<file path="src/rtl/seg7_scan_decoder.sv">
// Recovers hex digits from a scanned, active-low 4-digit 7-segment display drive.
// Define SEG7_DP_EN to add decimal-point capture (dp_in / dp_out).
module seg7_scan_decoder #(
  parameter int unsigned STABLE_CYCLES = 4
) (
  input  logic        clk,
  input  logic        rst_n,
  input  logic [3:0]  an_in,
  input  logic [6:0]  seg_in,
`ifdef SEG7_DP_EN
  input  logic        dp_in,
  output logic [3:0]  dp_out,
`endif
  output logic [15:0] digits,
  output logic [3:0]  digit_valid,
  output logic [3:0]  digit_err,
  output logic        frame_done
);

`ifdef SEG7_DP_EN
  localparam int unsigned SampleW = 12;
`else
  localparam int unsigned SampleW = 11;
`endif
  localparam logic [3:0] Stable = 4'(STABLE_CYCLES);

  logic [3:0]         an_s1_q, an_s2_q;
  logic [6:0]         seg_s1_q, seg_s2_q;
  logic [SampleW-1:0] sample, prev_q;
  logic [3:0]         cnt_q, cnt_d;
  logic [3:0]         sel;
  logic               sel_ok, changed, accept;
  logic [4:0]         dec;
  logic [15:0]        digits_q, digits_d;
  logic [3:0]         valid_q, valid_d, err_q, err_d, seen_q, seen_d, seen_nxt;
  logic               frame_q, frame_d;

`ifdef SEG7_DP_EN
  logic       dp_s1_q, dp_s2_q;
  logic [3:0] dp_q, dp_d;

  always_ff @(posedge clk or negedge rst_n) begin
    if (!rst_n) begin
      dp_s1_q <= 1'b1;
      dp_s2_q <= 1'b1;
      dp_q    <= '0;
    end else begin
      dp_s1_q <= dp_in;
      dp_s2_q <= dp_s1_q;
      dp_q    <= dp_d;
    end
  end

  assign sample = {dp_s2_q, an_s2_q, seg_s2_q};
  assign dp_out = dp_q;
`else
  assign sample = {an_s2_q, seg_s2_q};
`endif

  // Returns {legal, nibble}; blank and illegal patterns both report legal=0.
  function automatic logic [4:0] decode(input logic [6:0] s);
    case (s)
      7'h40:   decode = 5'h10;
      7'h79:   decode = 5'h11;
      7'h24:   decode = 5'h12;
      7'h30:   decode = 5'h13;
      7'h19:   decode = 5'h14;
      7'h12:   decode = 5'h15;
      7'h02:   decode = 5'h16;
      7'h78:   decode = 5'h17;
      7'h00:   decode = 5'h18;
      7'h10:   decode = 5'h19;
      7'h08:   decode = 5'h1A;
      7'h03:   decode = 5'h1B;
      7'h46:   decode = 5'h1C;
      7'h21:   decode = 5'h1D;
      7'h06:   decode = 5'h1E;
      7'h0E:   decode = 5'h1F;
      default: decode = 5'h00;
    endcase
  endfunction

  always_ff @(posedge clk or negedge rst_n) begin
    if (!rst_n) begin
      an_s1_q  <= '1;
      an_s2_q  <= '1;
      seg_s1_q <= '1;
      seg_s2_q <= '1;
      prev_q   <= '1;
      cnt_q    <= '0;
      digits_q <= '0;
      valid_q  <= '0;
      err_q    <= '0;
      seen_q   <= '0;
      frame_q  <= 1'b0;
    end else begin
      an_s1_q  <= an_in;
      an_s2_q  <= an_s1_q;
      seg_s1_q <= seg_in;
      seg_s2_q <= seg_s1_q;
      prev_q   <= sample;
      cnt_q    <= cnt_d;
      digits_q <= digits_d;
      valid_q  <= valid_d;
      err_q    <= err_d;
      seen_q   <= seen_d;
      frame_q  <= frame_d;
    end
  end

  always_comb begin
    sel     = ~an_s2_q;
    sel_ok  = (sel != 4'd0) && ((sel & (sel - 4'd1)) == 4'd0);
    // A cleared counter means the previous sample was not capturable.
    changed = (sample != prev_q) || (cnt_q == 4'd0);
    cnt_d   = cnt_q;
    if (!sel_ok) begin
      cnt_d = 4'd0;
    end else if (changed) begin
      cnt_d = 4'd1;
    end else if (cnt_q != 4'hF) begin
      cnt_d = cnt_q + 4'd1;
    end
    // Fire only on the edge the count arrives at Stable, not while it sits there saturated.
    accept = sel_ok && (cnt_d == Stable) && (changed || (cnt_q != cnt_d));
  end

  always_comb begin
    dec      = decode(seg_s2_q);
    digits_d = digits_q;
    valid_d  = valid_q;
    err_d    = err_q;
    seen_d   = seen_q;
    seen_nxt = seen_q | sel;
    frame_d  = 1'b0;
`ifdef SEG7_DP_EN
    dp_d     = dp_q;
`endif
    if (accept) begin
      for (int i = 0; i < 4; i++) begin
        if (sel[i]) begin
          if (dec[4]) begin
            digits_d[i*4 +: 4] = dec[3:0];
            valid_d[i]         = 1'b1;
            err_d[i]           = 1'b0;
          end else if (seg_s2_q == 7'h7F) begin
            valid_d[i] = 1'b0;
            err_d[i]   = 1'b0;
          end else begin
            valid_d[i] = 1'b0;
            err_d[i]   = 1'b1;
          end
`ifdef SEG7_DP_EN
          dp_d[i] = ~dp_s2_q;
`endif
        end
      end
      if (seen_nxt == 4'hF) begin
        frame_d = 1'b1;
        seen_d  = 4'h0;
      end else begin
        seen_d  = seen_nxt;
      end
    end
  end

  assign digits      = digits_q;
  assign digit_valid = valid_q;
  assign digit_err   = err_q;
  assign frame_done  = frame_q;

endmodule

</file>
<file path="config.mk">
export PLATFORM = sky130hd
export DESIGN_NAME = seg7_scan_decoder
export DESIGN_NICKNAME = d
export VERILOG_FILES = /design/src/rtl/seg7_scan_decoder.sv
export SDC_FILE = /design/constraint.sdc
export NUM_CORES = 1
export LEC_CHECK = 0
export ABC_CLOCK_PERIOD_IN_PS = 3090
export CORE_UTILIZATION = 25
export DETAILED_ROUTE_END_ITERATION = 8
export GPL_ROUTABILITY_DRIVEN = 1
export GPL_TIMING_DRIVEN = 0
export PLACE_DENSITY = 0.43
export SLEW_MARGIN = 30
export SYNTH_ARGS = -nofsm -noshare
export SYNTH_HDL_FRONTEND = slang
export SYNTH_SLANG_ARGS = --single-unit
</file>
<file path="constraint.sdc">
create_clock -name clk -period 3.09 [get_ports clk]
set_clock_uncertainty 0.2 [all_clocks]
set_input_delay 0.618 -clock clk [delete_from_list [all_inputs] [get_ports clk]]
set_output_delay 0.618 -clock clk [all_outputs]
set_load 0.05 [all_outputs]
</file>
Word level (Yosys, flattened, before mapping) --
Index checks and enable logic that the tools add are counted.
Word-level totals: bits in writable memories 0, input bits 13, logic and storage cells 73, flip-flop bits (word level) 66, bits in read-only memories 0, memories kept 0, output and inout bits 25, bits in latches 0
Operators by class: add/sub/neg operators 2, divide/modulo/power cells 0, bitwise logic cells 3, mux-type cells 10, equal/unequal tests 21, shift-type cells 0, order comparisons 0, reductions and logical operators 17, multiply operators 0
Operators with widths (count):
- case mux 5 bit (16 select lines) | 1
- == test 7 bit (second input constant) | 5
- == test 7 x 5 -> 1 bit (second input constant) | 3
- == test 7 x 6 -> 1 bit (second input constant) | 3
- two-way mux 4 bit | 4
- == test 7 x 2 -> 1 bit (second input constant) | 2
- == test 7 x 4 -> 1 bit (second input constant) | 2
- AND reduction 3 bit | 4
- inequality test 11 bit | 1
- logical NOT 4 bit | 2
- AND reduction 2 bit | 4
- == test 7 x 3 -> 1 bit (second input constant) | 1
- logical NOT 7 bit | 1
- two-way mux 1 bit | 5
- adder 4 x 1 -> 4 bit (second input constant) | 1
- AND 4 bit | 1
- == test 4 x 3 -> 1 bit (second input constant) | 1
- == test 4 bit (second input constant) | 1
- inequality test 4 bit | 1
- inequality test 4 bit (second input constant) | 1
- NOT 4 bit | 1
- OR 4 bit | 1
- nonzero test 4 bit | 1
- subtractor 4 x 1 -> 4 bit (second input constant) | 1
- other kinds (2) | 5

Depth between registers and ports, before layout --
depth after elaboration 10, mapped depth 8

Worst setup path before layout --
OpenSTA, ideal clock, no wires.
kind reg2reg, from reg cnt_q[1], to reg digits_q[12] (netlist: digits[12]), clock period less this slack 2.794 ns, setup time 0.125 ns, path buffers 0, slack 0.296 ns, stages on the path, launching flop included 8, arrival time 2.469 ns, cells stage by stage dfrtp_1 > ha_1 > nand3_4 > xnor2_1 > or4_4 > or4b_4 > nor2_4 > mux2_4
Between the ends: longest elaborated chain between the ends 8, elaborated cells on any way between the ends 13
RTL lines:
- start, declared | RTL line 30 | logic [3:0] cnt_q, cnt_d;
- start signal, assigned | RTL line 102 | cnt_q <= cnt_d;
- adder 4 x 1 -> 4 bit, or another cell as far along | RTL line 122 | cnt_d = cnt_q + 4'd1;
- two-way mux 4 bit / logical OR 1 bit (equally long branches) | RTL line 121, 115
- two-way mux 4 bit | RTL line 119 | end else if (changed) begin
- two-way mux 4 bit | RTL line 117 | if (!sel_ok) begin
- == test 4 x 3 -> 1 bit / inequality test 4 bit (equally long branches) | RTL line 125 | accept = sel_ok && (cnt_d == Stable) && (changed || (cnt_q != cnt_d));
- logical AND 1 bit / logical OR 1 bit (equally long branches) | RTL line 125
- logical AND 1 bit (*) | RTL line 125
- AND reduction 3 bit (no source line) (*)
- end signal, assigned | RTL line 103 | digits_q <= digits_d;
- end, declared | RTL line 34 | logic [15:0] digits_q, digits_d;
Every way passes the cells marked *; elsewhere a longest branch is shown, timed or not. A chain may end at the register's enable or synchronous reset.

Worst setup path after layout --
from reg cnt_q[1], to reg digits_q[14] (netlist: digits[14])
The elaborated chain is that of the path after synthesis.

==> out/metrics.yaml <==
clock_tree:
  cts-root-buf: "clkbuf_16"
  cts.clk_slew.worst_paths_ps: 50
  clock_sinks: 66
  h-tree-depth: 3
  clockBufferDepth: 2
  post_cts_buffers: 0
  cts_tree: "built"
  clock_latency_ps: 330
  cts_hold_buf: 0
  cts_inserted_buffers: 9
final_layout:
  postLayoutCoreUtil_pct: 33.3
  fin_cells: 423
  final_common_cell: "clkdlybuf4s50_1"
  num-nets-final: 291
  finalInstanceArea_um2: 3800
  drive_gt1_share_pct: 32.1
  num_antenna_cells: 0
  areaGrowthSynthToFinish_pct: 29.1
  final_cell_mix: "36 x clkdlybuf4s50_1, 33 x dfstp_2, 33 x dfrtp_1"
critical_path:
  cpPeakStageDelay_ps: 580
  reg2reg_depth: 7
  cp-startpoint: "cnt_q[1]"
  rrSetupSlack_ps: 60
  cp-end-kind: "flop"
  cp_cell_sequence: "ha_2, nand3_4, xnor2_1, or4_4, or4b_4, nor2_4, mux2_4"
  crit_type: "flop to flop"
  crit_buf_inv: 0
  start_kind: "flop"
  r2r_start: "cnt_q[1]"
  r2r_end: "digits[14]"
  cp_top_family: "simple AND/OR/NAND/NOR gates"
  crit_arrival_ps: 3040
  crit_fanout: 6
  crit_slowest_cell: "or4_4"
  critPathRequiredTime_ps: 3100
flow_run:
  cap_violations: 0
floorplan:
  core_area_um2: 11400
  dieArea_um2: 12200
  initial_core_util_pct: 25.8
  fp.dieW_um: 110
  ios: 38
  die_y_um: 110
  num_rows: 39
synthesis:
  ys_warn_count: 0
  syn_area_per_cell_um2: 12.9
  synth_seq_area_share_pct: 57.5
  yosys-top-cells-area: "dfstp_2 29%, dfrtp_1 28%, mux2_2 5.0%"
  async_flop_share_pct: 100
  ys_ff_latch: 66
  yosys.area.top_type: "dfstp_2"
  synthesis.area_um2: 2940
  ys_types: 55
  synth_top_area_share_pct: 29.5
  synthCells: 228
  yosys_most_used_dff: "dfstp_2"
  syn_nets: 243
  synth_edf_count: 0
placement:
  place_congestion: 0.807
  placedCellCount: 409
  dp_hpwl_um: 4320
  place_area_um2: 3510
  place_ws_ps: 17.1
  numPortBuffers: 37
global_route:
  gr-total-overflow: 0
  grt_start_max_net_pins: 38
  first_global_vias: 2014
  grt_pass1_wl_um: 10500
  grt_antenna_before_repair: 0
  track_usage_pct: 11.2
min_path:
  hold_class: "input pin to async pin"
power:
  total_power_mw: 2.03
  power_per_cell_area_nw_per_um2: 536
  leakagePower_nw: 1.56
  worst_ir_drop_vdd_v: 0.000263
timing:
  min_period_over_period_pct: 97.9
  fmax_mhz: 330
  fin_ws_ps: 64.0
  maxSlewViolCount: 0
  setup_viol: 0
  rsz0062_at_grt: "true"
  min_period_ps: 3030
  fin_setup_tns_ps: 0
  holdWs_ps: 20.1
  slew-limit-headroom_pct: 49.0
  hold_violations: 0
  worst_pin_slew_ps: 757
detailed_routing:
  vias: 1903
  drc_errors: 0
  postRouteAntennaNets: 0
  post_drt_wl_per_cell_um: 14.6
  vias_per_cell: 4.50
  firstDrtPassIters: 4
  wl_um: 6160
  drt_iter0_drc: 44
outcome:
  outcome: "finished, final reports clean"
[synthesized netlist by cell type, drive strengths merged, types with 2 or more instances]
| library cell | number |
|---|---|
| dfrtp | 33 |
| dfstp | 33 |
| nor2 | 19 |
| mux2 | 16 |
| inv | 12 |
| xnor2 | 12 |
| nand2 | 9 |
| nand4 | 8 |
| a21oi | 7 |
| buf | 6 |
| o21a | 5 |
| or4b | 5 |
| a21o | 4 |
| clkbuf | 4 |
| nor3 | 4 |
| nor3b | 4 |
| nor4 | 4 |
| o22ai | 4 |
| o2bb2ai | 4 |
| nand3 | 3 |
| xor2 | 3 |
| a31oi | 2 |
| and3b | 2 |
| and4b | 2 |
| ha | 2 |
| mux2i | 2 |
| nand3b | 2 |
| o21ai | 2 |
| or3 | 2 |
| or4 | 2 |
[how the worst max path moves through the flow]
| stage | cells past startpoint | to |
|---|---|---|
| floorplan | 7 | digits[12] |
| global placement | 1 | digits[5] |
| detailed placement | 7 | digit_err[0] |
| CTS | 7 | digits[14] |
| global route | 7 | digits[14] |
| finish | 7 | digits[14] |
[repair_timing]
item                       in CTS  in global routing
hold endpoints to repair        0                  0
resized for setup               1                  1
pin swaps                       0                  1
setup endpoints to repair       4                 14
[flip-flops by register name, summed over array words and instances (netlist names)]
register	count
digit_err	4
digits	16
prev_q	11
cnt_q	4
an_s1_q	4
digit_valid	4
seen_q	4
an_s2_q	4
frame_done	1
seg_s2_q	7
seg_s1_q	7
[cell families after synthesis]
group                      Yosys count  synth area share, %
xor gates and xnor gates            15                 5.36
muxes                               18                 7.19
AOI/OAI and AO/OA                   35                 8.72
adders and majority gates            2                0.851
DFF                                 66                 57.5
buffers and inverters               22                 4.34
and+or+nand+nor                     70                 16.0
[where the power goes]
group	switching [mW]	internal (mW)
logic	0.0702	0.0555
clock network	0.363	0.618
registers	0.0210	0.906
[final cells by class]
| type | instances | area, um^2 |
|---|---|---|
| well taps | 143 | 179 |
| plain buffers | 9 | 77.6 |
| clock buffers | 10 | 229 |
| multi-input cells | 140 | 1130 |
| inverters | 12 | 45.0 |
| fillers | 1161 | 7620 |
| clock inverters | 5 | 56.3 |
| repair buffers | 38 | 388 |
| flip-flops and latches | 66 | 1690 |
[routing by layer]
layer	track usage [%]	wire length, um	vias to the layer above
li1	-	-	907
met1	14.0	2890	953
met2	16.9	2870	30
met3	4.17	248	13
met4	5.42	146	0
met5	0	0	-
Power figures use the tool's default switching activity.
